--- src/rtl/nn_pkg.sv ---
// Shared definitions for the inference datapath stages.
// Score format, default widths and the argmax state encoding.
package nn_pkg;

    localparam int DEF_DATA_W = 16;
    localparam int DEF_IDX_W  = 4;

    // Scores are Q3.13 signed fixed point.
    localparam int FRAC_BITS = 13;

    typedef enum logic [2:0] {
        IDLE = 3'b001,
        SCAN = 3'b010,
        HOLD = 3'b100
    } argmax_state_t;

endpackage

--- src/rtl/signed_max_cmp.sv ---
// Combinational signed max select between a candidate and the running best.
// Strict greater-than: on a tie the existing best is kept.
module signed_max_cmp
    import nn_pkg::*;
#(
    parameter int DATA_W = DEF_DATA_W,
    parameter int IDX_W  = DEF_IDX_W
) (
    input  logic signed [DATA_W-1:0] cand_val,
    input  logic        [IDX_W-1:0]  cand_idx,
    input  logic signed [DATA_W-1:0] best_val,
    input  logic        [IDX_W-1:0]  best_idx,
    output logic signed [DATA_W-1:0] new_val,
    output logic        [IDX_W-1:0]  new_idx
);

    logic take;

    assign take    = cand_val > best_val;
    assign new_val = take ? cand_val : best_val;
    assign new_idx = take ? cand_idx : best_idx;

endmodule

--- src/rtl/argmax_classifier.sv ---
// Argmax over one frame of signed class scores; emits the winning index.
// Optional ARGMAX_SCORE_OUT_EN adds m_tscore carrying the winning score.
module argmax_classifier
    import nn_pkg::*;
#(
    parameter int DATA_W    = DEF_DATA_W,
    parameter int IDX_W     = DEF_IDX_W,
    parameter int MAX_CLASS = 16
) (
    input  logic                     aclk,
    input  logic                     aresetn,
    input  logic                     s_tvalid,
    output logic                     s_tready,
    input  logic signed [DATA_W-1:0] s_tdata,
    output logic                     m_tvalid,
    input  logic                     m_tready,
    output logic        [IDX_W-1:0]  m_tdata,
`ifdef ARGMAX_SCORE_OUT_EN
    output logic signed [DATA_W-1:0] m_tscore,
`endif
    input  logic        [IDX_W-1:0]  class_num,
    output logic        [15:0]       frame_cnt
);

    // lim must be able to hold MAX_CLASS, which can equal 2**IDX_W.
    localparam int               LIM_W   = IDX_W + 1;
    localparam logic [LIM_W-1:0] LIM_MAX = LIM_W'(MAX_CLASS);
    localparam logic [LIM_W-1:0] LIM_ONE = LIM_W'(1);

    argmax_state_t state, next_state;

    logic signed [DATA_W-1:0] best_val;
    logic        [IDX_W-1:0]  best_idx;
    logic        [IDX_W-1:0]  beat_idx;
    logic        [LIM_W-1:0]  lim;
    logic        [LIM_W-1:0]  first_lim;
    logic        [LIM_W-1:0]  cn_ext;
    logic signed [DATA_W-1:0] cmp_val;
    logic        [IDX_W-1:0]  cmp_idx;
    logic                     accept;
    logic                     last_beat;

    signed_max_cmp #(
        .DATA_W (DATA_W),
        .IDX_W  (IDX_W)
    ) u_cmp (
        .cand_val (s_tdata),
        .cand_idx (beat_idx),
        .best_val (best_val),
        .best_idx (best_idx),
        .new_val  (cmp_val),
        .new_idx  (cmp_idx)
    );

    assign accept    = s_tvalid && s_tready;
    assign last_beat = {1'b0, beat_idx} == (lim - LIM_ONE);
    assign cn_ext    = {1'b0, class_num};

    // Frame length for a frame starting now: zero means one, clamp to MAX_CLASS.
    always_comb begin
        first_lim = cn_ext;
        if (cn_ext == '0) begin
            first_lim = LIM_ONE;
        end else if (cn_ext > LIM_MAX) begin
            first_lim = LIM_MAX;
        end
    end

    // State register.
    always_ff @(posedge aclk or negedge aresetn) begin
        if (!aresetn) begin
            state <= IDLE;
        end else begin
            state <= next_state;
        end
    end

    // Next-state and handshake outputs.
    always_comb begin
        next_state = state;
        s_tready   = 1'b1;
        m_tvalid   = 1'b0;
        unique case (state)
            IDLE: begin
                if (accept) begin
                    next_state = (first_lim == LIM_ONE) ? HOLD : SCAN;
                end
            end
            SCAN: begin
                if (accept && last_beat) begin
                    next_state = HOLD;
                end
            end
            HOLD: begin
                s_tready = 1'b0;
                m_tvalid = 1'b1;
                if (m_tready) begin
                    next_state = IDLE;
                end
            end
            default: begin
                next_state = IDLE;
            end
        endcase
    end

    // Running best score, best index, beat position and latched frame length.
    always_ff @(posedge aclk or negedge aresetn) begin
        if (!aresetn) begin
            best_val <= '0;
            best_idx <= '0;
            beat_idx <= '0;
            lim      <= LIM_ONE;
        end else if (accept) begin
            unique case (state)
                IDLE: begin
                    best_val <= s_tdata;
                    best_idx <= '0;
                    beat_idx <= IDX_W'(1);
                    lim      <= first_lim;
                end
                SCAN: begin
                    best_val <= cmp_val;
                    best_idx <= cmp_idx;
                    beat_idx <= beat_idx + IDX_W'(1);
                end
                default: begin
                end
            endcase
        end
    end

    // Count of results handed to the consumer.
    always_ff @(posedge aclk or negedge aresetn) begin
        if (!aresetn) begin
            frame_cnt <= '0;
        end else if (state == HOLD && m_tready) begin
            frame_cnt <= frame_cnt + 16'd1;
        end
    end

    assign m_tdata = best_idx;
`ifdef ARGMAX_SCORE_OUT_EN
    assign m_tscore = best_val;
`endif

endmodule

--- config.mk ---
export PLATFORM = sky130hd
export DESIGN_NAME = argmax_classifier
export DESIGN_NICKNAME = d
export VERILOG_FILES = /design/src/rtl/nn_pkg.sv /design/src/rtl/signed_max_cmp.sv /design/src/rtl/argmax_classifier.sv
export SDC_FILE = /design/constraint.sdc
export NUM_CORES = 1
export LEC_CHECK = 0
export BUFFER_PORTS_ARGS = -buffer_cell sky130_fd_sc_hd__clkbuf_2
export CORE_MARGIN = 5
export CORE_UTILIZATION = 35
export DETAILED_ROUTE_END_ITERATION = 12
export PLACE_DENSITY = 0.5
export RECOVER_POWER = 25
export SLEW_MARGIN = 20
export SYNTH_ARGS = -nofsm -noshare
export SYNTH_HDL_FRONTEND = slang
export SYNTH_SLANG_ARGS = --single-unit
--- constraint.sdc ---
create_clock -name aclk -period 4.4 [get_ports aclk]
set_clock_uncertainty 0.15 [all_clocks]
set_input_delay 0.88 -clock aclk [delete_from_list [all_inputs] [get_ports aclk]]
set_output_delay 0.88 -clock aclk [all_outputs]
set_load 0.01 [all_outputs]
==> results by group <==
Clock tree
  • CTS tree: yes
  • Worst skew pair latency: ~0.29 ns
  • CTS Root Cell: clkbuf_8
  • Inserted Clock Buffers: 5
  • H-tree depth: 2
  • # clock sinks: between 40 and 50
  • Post_cts resized: 0
  • Post-CTS Setup Bufs: 0
  • Max Buffers Root-to-Sink: 2
  • Hold buffer count at cts: 0
  • Clock transition at path regs: 0.08 ns

Setup path
  • WS Path Type: in2reg
  • Critical-path cell list: clkbuf_2 > ha_1 > nand4_1 > or4_1 > o21a_2 > o211a_2 > a211oi_4 > buf_4 > mux2_2
  • Delay-heaviest family, CP: simple AND/OR/NAND/NOR gates
  • Max incr delay on CP: between 0.5 and 0.6 ns
  • Slowest CP cell: or4_1
  • CP Data Arrival Time: ~3.3 ns
  • Nature of the critical path endpoint: flop
  • Worst endpoint required time: ~4.4 ns
  • Reg2reg setup slack: about 1.4 ns
  • Crit start category: input pin
  • Worst-path maximum fanout: 8
  • CP Buf/Inv Count: 2

Timing
  • Slew Viols, Final: 0
  • Setup slack after layout: approximately 1.1 ns
  • RSZ-0062 raised after global routing: no
  • Rel. slew slack: approximately 1.8%
  • Fin Hold WS: between 0.3 and 0.4 ns
  • Final setup vio count: 0
  • Min Clock Period, post-route: ~3.3 ns
  • Achievable Freq: 307 MHz
  • Setup TNS: 0 ns
  • Tcrit/Tclk final: between 70% and 80%
  • Hold Fails Final Rpt: 0
  • Worst-margin pin slew: approximately 1.5 ns

Global routing
  • Largest net degree at the start of global routing: 28
  • Busiest grt layer: met2
  • M2 GR Usage: approximately a fifth
  • Vias in the first global route: approximately 1.9k
  • First-pass GRT wire length: about 8600 um
  • Met3 usage: ~3.2%
  • Antenna violations before repair: 0
  • GRT Overall Usage: approximately an eighth
  • GR Overflow Total: 0
  • Met1 Usage GRT: 15.8%

Yosys
  • Synth Register Bits: 47
  • Seq/Total Area, Yosys: a little under half
  • Synth cell types: 36
  • Number of enable flip-flop cells after synthesis: 0
  • Avg Cell Area, Syn: roughly 11 um2
  • Mapped Area: 0.00255 mm2
  • Synth warn: 0
  • Ys async rst share: between 90% and 100%
  • Syn Nets: between 200 and 300
  • Post-synth top flop: dfrtp_1
  • Cells after Synth: approximately 240

Finish
  • Area Overhead vs Synth: 16.8%
  • Ratio of cells with drive above 1 in the final layout: between 20 and 30%
  • Cell area after layout: 0.00298 mm2
  • Nets: between 300 and 400
  • Post-Layout Cell Count: just under 400
  • Fillers: 749
  • ANT cells: 0

Routing
  • Wire per inst: between 10 and 15 um
  • Vias per inst: around 4.6
  • Routed WL: around 4900 um
  • DRC viols: 0
  • DRT antenna net count: 0
  • Total number of vias: 1800
  • DRT iter0 DRCs: 23
  • DR pass1 iterations: 4

Power
  • Switching Power: about 0.00055 W
  • Combinational Power Share: between 40 and 50%
  • Total internal power: about 0.0010 W
  • Pwr Density: approximately 540 mW/mm2
  • Clk pwr share: roughly 17%
  • Sw Ratio: between 30% and 40%
  • Flop pwr share: 40.7%
  • Max VDD drop: approximately 0.19 mV
  • Pleak: roughly 1.5 nW

Floorplanning
  • Initial Util: ~36%
  • Chip Height: about 95 um
  • Die X: around 95 um
  • Die area: a little over 0.009 mm2
  • Cell Rows: 31
  • Core Box Area: between 0.007 and 0.008 mm2
  • Ports: between 40 and 50

Placement
  • Post-Place Cells: 385
  • Gpl congestion: between 0.7 and 0.8
  • Placement Cell Area: between 0.002 and 0.003 mm2
  • Post-Place Setup Slack: around 0.83 ns
  • HPWL Detailed: around 4000 um
  • Count of port buffers added during placement: 45

Worst hold path
  • Hold/Removal Path Class: reg2reg

Run
  • Maxcap violations: 0

Status
  • Status: finished clean
[sequential cells by signal (all words and copies together), names as in the netlist]
signal / count
best_val: 16
frame_cnt: 16
beat_idx: 4
lim: 4
m_tdata: 4
state: 3
[path summary, 6_finish.rpt]
| check | cells past startpoint | end | start |
|---|---|---|---|
| hold reg to reg | 1 | frame_cnt[15] | frame_cnt[15] |
| setup / recovery | 9 | best_val[8] | s_tdata[15] |
| max in group asynchronous | 2 | frame_cnt[7] | aresetn |
| hold / removal | 1 | frame_cnt[15] | frame_cnt[15] |
| min in group asynchronous | 1 | best_val[13] | aresetn |
| setup reg to reg | 9 | best_val[8] | best_val[15] |
[per-layer routing]
| metal | share of wire, % | up-vias |
|---|---|---|
| met3 | 4.1 | 2 |
| met2 | 47 | 27 |
| met4 | 0.79 | 0 |
| li1 | - | 923 |
| met5 | 0 | - |
| met1 | 48 | 848 |
[synthesized netlist by cell type (3+ instances only)]
master     n  share of area, %
nand2_1   26               3.8
xor2_1    10               3.4
nand4_1    9               2.2
nor3_1     7               1.4
clkbuf_1   3              0.44
nand2b_1   3              0.74
nand3_1    5              0.98
dfrtp_1   45                44
mux2i_1    4               1.6
ha_1      19               9.3
o21ai_0    6               1.2
nor2_1    18               2.6
mux2_2     8               3.5
mux2_4    10               5.9
inv_1     23               3.4
xnor2_1   13               4.5
a21oi_1   11               2.2
[layout make-up]
class / count / area [um2] / area share (%)
well taps: 99 / 124 / 4.15
clock buffers: 7 / 86.3 / 2.90
multi-input cells: 168 / 1260 / 42.1
flip-flops and latches: 47 / 1180 / 39.5
repair buffers: 48 / 241 / 8.10
inverters: 23 / 86.3 / 2.90
clock inverters: 1 / 8.76 / 0.294
[metrics by stage]
step	utilization, %	total power, W
2_1_floorplan	-	0.00120
4_1_cts	41.6	0.00163
3_5_place_dp	40.3	0.00135
6_report	41.6	0.00160
3_3_place_gp	40.3	0.00134
5_1_grt	41.6	0.00174
[layout by cell type (no fill, tap or decap), types with 9 or more instances in the layout]
cell and n:
xor2_1 10, a21oi_1 11, xnor2_1 13, nor2_1 18, dfrtp_1 45, ha_1 19
clkbuf_2 43, nand4_1 9, nand2_1 26, mux2_4 10, inv_1 23
[cells by family after synthesis]
kind of cell             Yosys count  synth area share, %
XOR/XNOR                          23                 7.89
AND/OR/NAND/NOR                   79                 14.8
buffers and inverters             27                 4.61
AO/OA/AOI/OAI                     25                 6.28
flip-flops                        47                 46.2
multiplexers                      22                 11.0
adder cells (fa/ha/maj)           19                 9.31
[power by group through the flow]
stage / Clock (W) / Combinational [W] / Sequential, W
global placement: 0 / 0.000681 / 0.000658
floorplan: 0 / 0.000566 / 0.000638
global route: 0.000299 / 0.000772 / 0.000673
finish: 0.000274 / 0.000673 / 0.000650
CTS: 0.000285 / 0.000691 / 0.000651
detailed placement: 0 / 0.000689 / 0.000657
Note: power is estimated with default switching activity, not from simulation.
